### config.mk
export PLATFORM = sky130hd
export DESIGN_NAME = udp_fragment_slot_manager
export DESIGN_NICKNAME = d
export VERILOG_FILES = /design/src/rtl/udp_fragment_slot_manager.sv
export SDC_FILE = /design/constraint.sdc
export NUM_CORES = 1
export LEC_CHECK = 0
export CORE_UTILIZATION = 25
export CTS_BUF_LIST = sky130_fd_sc_hd__clkbuf_4
export CTS_CLUSTER_SIZE = 20
export DETAILED_ROUTE_END_ITERATION = 7
export HOLD_SLACK_MARGIN = 0.02
export MAX_ROUTING_LAYER = met4
export SKIP_CTS_REPAIR_TIMING = 1
export SLEW_MARGIN = 20
export SYNTH_ARGS = -nofsm -noshare
export SYNTH_HDL_FRONTEND = slang
export SYNTH_SLANG_ARGS = --single-unit
### constraint.sdc
create_clock -name clock -period 2.5 [get_ports clock]
set_input_delay 0.5 -clock clock [delete_from_list [all_inputs] [get_ports clock]]
set_output_delay 0.5 -clock clock [all_outputs]
set_load 0.005 [all_outputs]
### src/rtl/udp_fragment_slot_manager.sv
// Reassembly slot bookkeeping and round-robin scheduler feeding one datagram reader.
// Define UDP_FRAGMENT_AGING_EN to build the per-slot age counters, expiry and slot_flush.
module udp_fragment_slot_manager #(
  parameter int unsigned FRAGMENT_SLOTS = 4,
  parameter logic [15:0] AGE_LIMIT      = 16'd1000
) (
  input  logic                              clock,
  input  logic                              reset,
  input  logic [FRAGMENT_SLOTS-1:0]         push_data_valid,
  input  logic [FRAGMENT_SLOTS-1:0]         push_data_last,
  input  logic [15:0]                       packet_id,
  output logic [FRAGMENT_SLOTS-1:0]         fragment_slot_empty,
  output logic [FRAGMENT_SLOTS*16-1:0]      fragment_slot_packet_id,
  output logic                              datagram_valid,
  output logic [$clog2(FRAGMENT_SLOTS)-1:0] datagram_slot,
  output logic [15:0]                       datagram_packet_id,
  input  logic                              datagram_ready,
  input  logic                              release_valid,
  input  logic [$clog2(FRAGMENT_SLOTS)-1:0] release_slot,
  output logic [FRAGMENT_SLOTS-1:0]         slot_flush,
  output logic                              protocol_error
);

  localparam int unsigned IDX_W = $clog2(FRAGMENT_SLOTS);

  typedef enum logic [1:0] {
    S_EMPTY,
    S_FILLING,
    S_COMPLETE,
    S_GRANTED
  } slot_state_t;

  if (FRAGMENT_SLOTS < 2 || (FRAGMENT_SLOTS & (FRAGMENT_SLOTS - 1)) != 0 ||
      AGE_LIMIT == 16'd0) begin : g_bad_params
    $error("udp_fragment_slot_manager: FRAGMENT_SLOTS must be a power of two >= 2 and AGE_LIMIT nonzero");
  end

  slot_state_t               state_q [FRAGMENT_SLOTS];
  slot_state_t               state_d [FRAGMENT_SLOTS];
  logic [15:0]               pid_q   [FRAGMENT_SLOTS];
  logic [15:0]               pid_d   [FRAGMENT_SLOTS];
  logic [FRAGMENT_SLOTS-1:0] rel_hit;
  logic                      err_d, err_q;
  logic                      handshake;

  logic                      offer_valid_q, offer_valid_d;
  logic [IDX_W-1:0]          offer_slot_q, offer_slot_d;
  logic [15:0]               offer_pid_q, offer_pid_d;
  logic [IDX_W-1:0]          last_grant_q, last_grant_d;
  logic [IDX_W-1:0]          cand;
  logic [IDX_W-1:0]          pick_idx;
  logic                      pick_found;

  assign handshake = offer_valid_q && datagram_ready;

`ifdef UDP_FRAGMENT_AGING_EN
  logic [15:0]               age_q [FRAGMENT_SLOTS];
  logic [FRAGMENT_SLOTS-1:0] expire, flush_d, flush_q;

  always_comb begin
    expire = '0;
    for (int i = 0; i < FRAGMENT_SLOTS; i++) begin
      expire[i] = (state_q[i] == S_FILLING) && !push_data_valid[i] &&
                  (age_q[i] == AGE_LIMIT - 16'd1);
    end
  end

  // Age counts idle FILLING cycles and saturates so a huge AGE_LIMIT cannot wrap.
  always_ff @(posedge clock) begin
    for (int i = 0; i < FRAGMENT_SLOTS; i++) begin
      if (reset || state_q[i] != S_FILLING || push_data_valid[i]) begin
        age_q[i] <= '0;
      end else if (age_q[i] != 16'hFFFF) begin
        age_q[i] <= age_q[i] + 16'd1;
      end
    end
    if (reset) flush_q <= '0;
    else       flush_q <= flush_d;
  end

  assign slot_flush = flush_q;
`else
  assign slot_flush = '0;
`endif

  always_comb begin
    rel_hit = '0;
    if (release_valid) rel_hit[release_slot] = 1'b1;
  end

  always_comb begin
    err_d = 1'b0;
`ifdef UDP_FRAGMENT_AGING_EN
    flush_d = '0;
`endif
    for (int i = 0; i < FRAGMENT_SLOTS; i++) begin
      state_d[i] = state_q[i];
      pid_d[i]   = pid_q[i];
      unique case (state_q[i])
        S_EMPTY: begin
          if (push_data_valid[i]) begin
            state_d[i] = S_FILLING;
            pid_d[i]   = packet_id;
          end
          if (push_data_last[i] || rel_hit[i]) err_d = 1'b1;
        end
        S_FILLING: begin
          if (rel_hit[i]) err_d = 1'b1;
          // A final byte beats a same-cycle expiry.
          if (push_data_last[i]) begin
            state_d[i] = S_COMPLETE;
          end
`ifdef UDP_FRAGMENT_AGING_EN
          else if (expire[i]) begin
            state_d[i] = S_EMPTY;
            pid_d[i]   = '0;
            flush_d[i] = 1'b1;
          end
`endif
        end
        S_COMPLETE: begin
          if (push_data_valid[i] || push_data_last[i] || rel_hit[i]) err_d = 1'b1;
          if (handshake && offer_slot_q == IDX_W'(i)) state_d[i] = S_GRANTED;
        end
        S_GRANTED: begin
          if (push_data_valid[i] || push_data_last[i]) err_d = 1'b1;
          if (rel_hit[i]) begin
            state_d[i] = S_EMPTY;
            pid_d[i]   = '0;
          end
        end
        default: state_d[i] = S_EMPTY;
      endcase
    end
  end

  // Scheduler: search starts just after the last granted slot and wraps.
  always_comb begin
    pick_found = 1'b0;
    pick_idx   = '0;
    cand       = '0;
    for (int k = 1; k <= FRAGMENT_SLOTS; k++) begin
      cand = IDX_W'(int'(last_grant_q) + k);
      if (!pick_found && state_q[cand] == S_COMPLETE) begin
        pick_found = 1'b1;
        pick_idx   = cand;
      end
    end

    offer_valid_d = offer_valid_q;
    offer_slot_d  = offer_slot_q;
    offer_pid_d   = offer_pid_q;
    last_grant_d  = last_grant_q;
    if (offer_valid_q) begin
      if (datagram_ready) begin
        offer_valid_d = 1'b0;
        last_grant_d  = offer_slot_q;
      end
    end else if (pick_found) begin
      offer_valid_d = 1'b1;
      offer_slot_d  = pick_idx;
      offer_pid_d   = pid_q[pick_idx];
    end
  end

  always_ff @(posedge clock) begin
    if (reset) begin
      for (int i = 0; i < FRAGMENT_SLOTS; i++) begin
        state_q[i] <= S_EMPTY;
        pid_q[i]   <= '0;
      end
      err_q         <= 1'b0;
      offer_valid_q <= 1'b0;
      offer_slot_q  <= '0;
      offer_pid_q   <= '0;
      last_grant_q  <= IDX_W'(FRAGMENT_SLOTS - 1);
    end else begin
      for (int i = 0; i < FRAGMENT_SLOTS; i++) begin
        state_q[i] <= state_d[i];
        pid_q[i]   <= pid_d[i];
      end
      err_q         <= err_d;
      offer_valid_q <= offer_valid_d;
      offer_slot_q  <= offer_slot_d;
      offer_pid_q   <= offer_pid_d;
      last_grant_q  <= last_grant_d;
    end
  end

  always_comb begin
    fragment_slot_empty     = '0;
    fragment_slot_packet_id = '0;
    for (int i = 0; i < FRAGMENT_SLOTS; i++) begin
      fragment_slot_empty[i]             = (state_q[i] == S_EMPTY);
      fragment_slot_packet_id[i*16 +: 16] = pid_q[i];
    end
  end

  assign datagram_valid     = offer_valid_q;
  assign datagram_slot      = offer_slot_q;
  assign datagram_packet_id = offer_pid_q;
  assign protocol_error     = err_q;

endmodule

# --- Word level (Yosys, flattened, before mapping) ---
# Memories as Yosys holds them, arrays and structs flattened. A register that Yosys moved wholly into a read port is not among the register bits.
# Cells that the tools add are included.
classes:
  add_sub_neg: 4
  order_cmp: 2
  n_eq_ne: 19
  n_mux: 77
  bitwise_logic: 9
  reduce_logical: 31
ops:
  columns: ["operator", "count"]
  rows:
  - ["16-bit 2-to-1 mux", 12]
  - ["16-bit case mux with 2 select lines", 4]
  - ["2-bit 2-to-1 mux", 24]
  - ["2-bit case mux with 4 select lines", 4]
  - ["2-bit == test, second input constant", 14]
  - ["1-bit 2-to-1 mux", 27]
  - ["1-bit case mux with 4 select lines", 4]
  - ["1-bit logical OR", 12]
  - ["2-bit by 1-bit == test with 1-bit output, second input constant", 5]
  - ["2-bit zero test", 5]
  - ["1-bit logical AND", 9]
  - ["1-bit bitwise OR", 8]
  - ["2-bit by 1-bit adder with 2-bit output, second input constant", 2]
  - ["2-bit adder, second input constant", 2]
  - ["4-bit 2-to-1 mux", 1]
  - ["2-bit AND reduction", 2]
  - ["1-bit zero test", 3]
  - ["2-bit by 3-bit less-than comparator with 1-bit output, second input constant", 1]
  - ["1-bit demux with 2-bit select", 1]
  - ["2-bit by 1-bit greater-or-equal comparator with 1-bit output, second input constant", 1]
  - ["1-bit NOT", 1]
word_totals:
  reg_bits: 6
  ramBits: 72
  inputBits: 30
  out_inout_bits: 92
  word_cells: 148
  mem_count: 2
memory_table:
  columns: ["memory", "depth", "width", "rd", "rd_ports_with_merged_regs", "wr", "line_no", "rtl"]
  rows:
  - ["pid_q", 4, 16, 5, 1, 4, "40", "logic [15:0] pid_q [FRAGMENT_SLOTS];"]
  - ["state_q", 4, 2, 8, 0, 4, "38", "slot_state_t state_q [FRAGMENT_SLOTS];"]

# --- Longest topological paths before layout ---
# An unclocked memory read counts as a cell.
logic_depth:
  ltp_word: 15
  depth_mapped: 9
  ltp_nobuf: 7

# --- Worst setup path before layout ---
# Ideal clock, no wire load.
synth_timing:
  kind: "reg2reg"
  from: "mem state_q[1][1] in the netlist's numbering"
  to: "reg offer_pid_q[10] (netlist: datagram_packet_id[10]), read port of pid_q"
  setup_time_ps: 92
  arrival_ps: 1843
  required_ps: 2408
  slack_ps: 565
  path_stages_with_launch: 10
  period_less_slack_ps: 1935
  cell_sequence: "dfxtp_1 -> nor2b_4 -> buf_6 -> a211o_1 -> a221oi_2 -> a21oi_2 -> or2_1 -> buf_6 -> buf_8 -> o32ai_1"
synth_lines:
  columns: ["element", "line_no", "rtl"]
  rows:
  - ["from (decl)", "38", null]
  - ["to (decl)", "48", "logic [15:0] offer_pid_q, offer_pid_d;"]

==> flow_metrics.py <==
metrics = {
    "synth": {
        "synth_seq_area_share_pct": 38.6,
        "ys_seq_elements": 96,
        "synth_area_mm2": 0.00498,
        "synth_top_area_share_pct": 38.6,
        "yosysWarnings": 0,
        "synth_edf_count": 0,
        "ys.flop_type": "dfxtp_1",
        "ys_top_cells_by_area": "dfxtp_1 (39%), nand3b_1 (7.5%), a21oi_1 (7.2%)",
        "async_reset_ff_share_pct": 0,
        "syn_inst": 589,
        "yosys.area.top_type": "dfxtp_1",
        "postSynthAreaPerCell_um2": 8.46,
        "yosysUniqueCellTypes": 54,
    },
    "power": {
        "peakVddDrop_mv": 0.504,
        "swShare_pct": 43.3,
        "pwr-share-clk_pct": 11.0,
        "power.internal_mw": 4.61,
        "leakage_nw": 2.28,
        "p_seq_share_pct": 29.7,
        "powerDensity_mw_per_mm2": 1220,
        "switchingPower_mw": 3.51,
        "combPwrFrac_pct": 59.3,
    },
    "finish": {
        "fillers": 2050,
        "multi_input_area_mm2": 0.00273,
        "area_growth_syn_to_layout_pct": 33.2,
        "final-seq-area_mm2": 0.00192,
        "final_cell_mix": "clkdlybuf4s50_1 (116), dfxtp_1 (96), a21oi_1 (72), nand2_1 (63), nand3b_1 (50)",
        "drive_gt1_share_pct": 7.45,
        "layout_commonest_cell": "clkdlybuf4s50_1",
        "nNetsFinal": 741,
    },
    "timing": {
        "tns_ns": 0,
        "grt_setup_unrepaired": "false",
        "period_share_pct": 91.6,
        "timing.final.setup_violations": 0,
        "maxSlewViolCount": 0,
        "worstMarginPinSlew_ns": 0.868,
        "final.setup_skew_ns": 0.0225,
        "hold_ws_ns": 0.316,
        "clock.fmax_mhz": 437,
        "relSlewSlack_pct": 42.1,
        "hold_viol_final": 0,
        "layout_min_cycle_time_ns": 2.29,
    },
    "floorplanning": {
        "fp-row-count": 51,
        "fp.dieW_um": 143,
        "dieArea_mm2": 0.0205,
        "die_h_um": 143,
        "core-area_mm2": 0.0195,
        "io-pin-count": 122,
        "start_util_pct": 25.5,
    },
    "detailed_routing": {
        "wl_met2_um": 7070,
        "drt_iter0_markers": 343,
        "met3_length_um": 954,
        "wirelength_um": 16400,
        "post_drt_via_cell_ratio": 4.93,
        "m1WireLength_um": 8140,
        "avgRoutedWirePerCell_um": 17.1,
        "num_vias": 4754,
        "post-route-drc-count": 0,
        "ant_nets": 0,
        "top_layer": "met4",
        "drt-pass1-iter-count": 4,
    },
    "worst_setup_path": {
        "cp_num_buf_inv": 0,
        "cp_cell_sequence": "nor2b_4 -> a211o_1 -> and4_1 -> o22ai_2 -> a311oi_1 -> o32ai_1",
        "cp_top_family": "compound AO/OA/AOI/OAI gates",
        "worst-r2r-cell-count": 6,
        "worst-path-stages": 6,
        "worstSetupPathType": "flip-flop to flip-flop",
        "critical_path.max_fanout": 16,
        "crit_slowest_cell": "o22ai_2",
        "crit_required_ns": 2.88,
        "cpPeakStageDelay_ns": 0.64,
        "endpoint_kind": "flip-flop",
        "start_kind": "flip-flop",
        "crit_arrival_ns": 2.67,
    },
    "clocking": {
        "cts.sinks": 96,
        "clk_transition_reported_paths_ns": 0.15,
        "insertion_delay_ns": 0.48,
        "cts_root_buf": "clkbuf_4",
        "clockBufferDepth": 2,
        "numCtsBuffers": 9,
        "cts_tree": "done",
        "h-tree-depth": 3,
    },
    "grt": {
        "grt_pass1_vias": 4261,
        "antenna_found_initial": 1,
        "gr-usage-all-layers_pct": 16.7,
        "grt_max_degree": 66,
        "grt_pass1_wl_um": 24900,
        "grt_overflow": 0,
    },
    "worst_hold_path": {
        "min_delay_path_depth": 2,
        "hold_class": "input port to flip-flop",
    },
    "job": {
        "timing.max_cap.violations": 0,
    },
    "place": {
        "io_buffers": 117,
        "place_congestion": 0.784,
        "hpwl_um": 11900,
    },
    "status": {
        "run_status": "completed",
    },
}
## routing by layer
metal  vias to the layer above  track usage [%]
met2                       124             23.5
li1                       2343                -
met1                      2273             23.5
met3                        14             2.72
met4                         0             6.51
met5                         -                -
## metrics by stage
step           util, %  power [mW]  setup WS [ns]  cells  instance area (um^2)
5_1_grt           34.0        8.72         0.0400    964                  6640
6_report          34.0        8.12          0.209    964                  6640
2_1_floorplan        -        5.03          0.565    592                  4990
4_1_cts           34.0        8.16          0.180    963                  6640
3_5_place_dp      33.3        7.25          0.174    947                  6490
3_3_place_gp      33.3        7.21          0.220    947                  6490
## synth_stat cells, drive strengths merged (3+ instances only)
library cell  number
inv               28
o32ai             17
o21ai              7
a221oi             6
a211oi             3
dfxtp             96
nor2b              6
nor3               4
a21oi             73
mux2i              6
nor2              33
a311oi            33
nand3b            50
nand2b             5
nor3b             18
ha                18
clkbuf            37
nor4               3
buf               16
nand2             63
nand3              5
a21boi            33
## worst paths after layout
path,end,start,slack (ns)
worst max-delay path,datagram_packet_id[1]$_SDFFE_PP0P_,state_q[1][0]$_SDFFE_PP0P_,0.21
worst max register to register,datagram_packet_id[1]$_SDFFE_PP0P_,state_q[1][0]$_SDFFE_PP0P_,0.21
worst min register to register,datagram_packet_id[7]$_SDFFE_PP0P_,datagram_packet_id[7]$_SDFFE_PP0P_,0.47
worst min-delay path,datagram_slot[1]$_SDFFE_PP0P_,reset,0.32
## kinds of logic (layout without fill, tap and decap cells)
logic type                 count (synthesis)  in the layout  share of synthesized area, %
muxes                                      8              8                          1.66
adders and majority gates                 18             18                          4.52
other                                      1              5                        0.0753
DFF                                       96             96                          38.6
AOI/OAI and AO/OA                        192            192                          26.8
and+or+nand+nor                          193            193                          21.1
buffers and inverters                     81            187                          7.18
## final cells by class
| type | instances | area share (%) |
|---|---|---|
| Antenna cell | 1 | 0.0377 |
| Clock buffer | 10 | 1.13 |
| Clock inverter | 6 | 0.999 |
| Inverter | 28 | 1.58 |
| Multi-Input combinational cell | 415 | 41.0 |
| Sequential cell | 96 | 28.9 |
| Tap cell | 265 | 4.99 |
| Timing Repair Buffer | 143 | 21.3 |
## power by group through the flow
stage	logic, mW	registers, mW	clock network (mW)
final	4.82	2.41	0.890
after global routing	5.25	2.49	0.974
after CTS	4.82	2.42	0.919
after detailed placement	4.80	2.46	0
after global placement	4.77	2.44	0
after floorplan	2.65	2.37	0
## flip-flops by register name, summed over array words and instances, names as in the netlist, named ones only
register,cells
datagram_packet_id,16
pid_q,64
protocol_error,1
datagram_valid,1
datagram_slot,2
state_q,8
last_grant_q,2
Power figures use the tool's default switching activity.
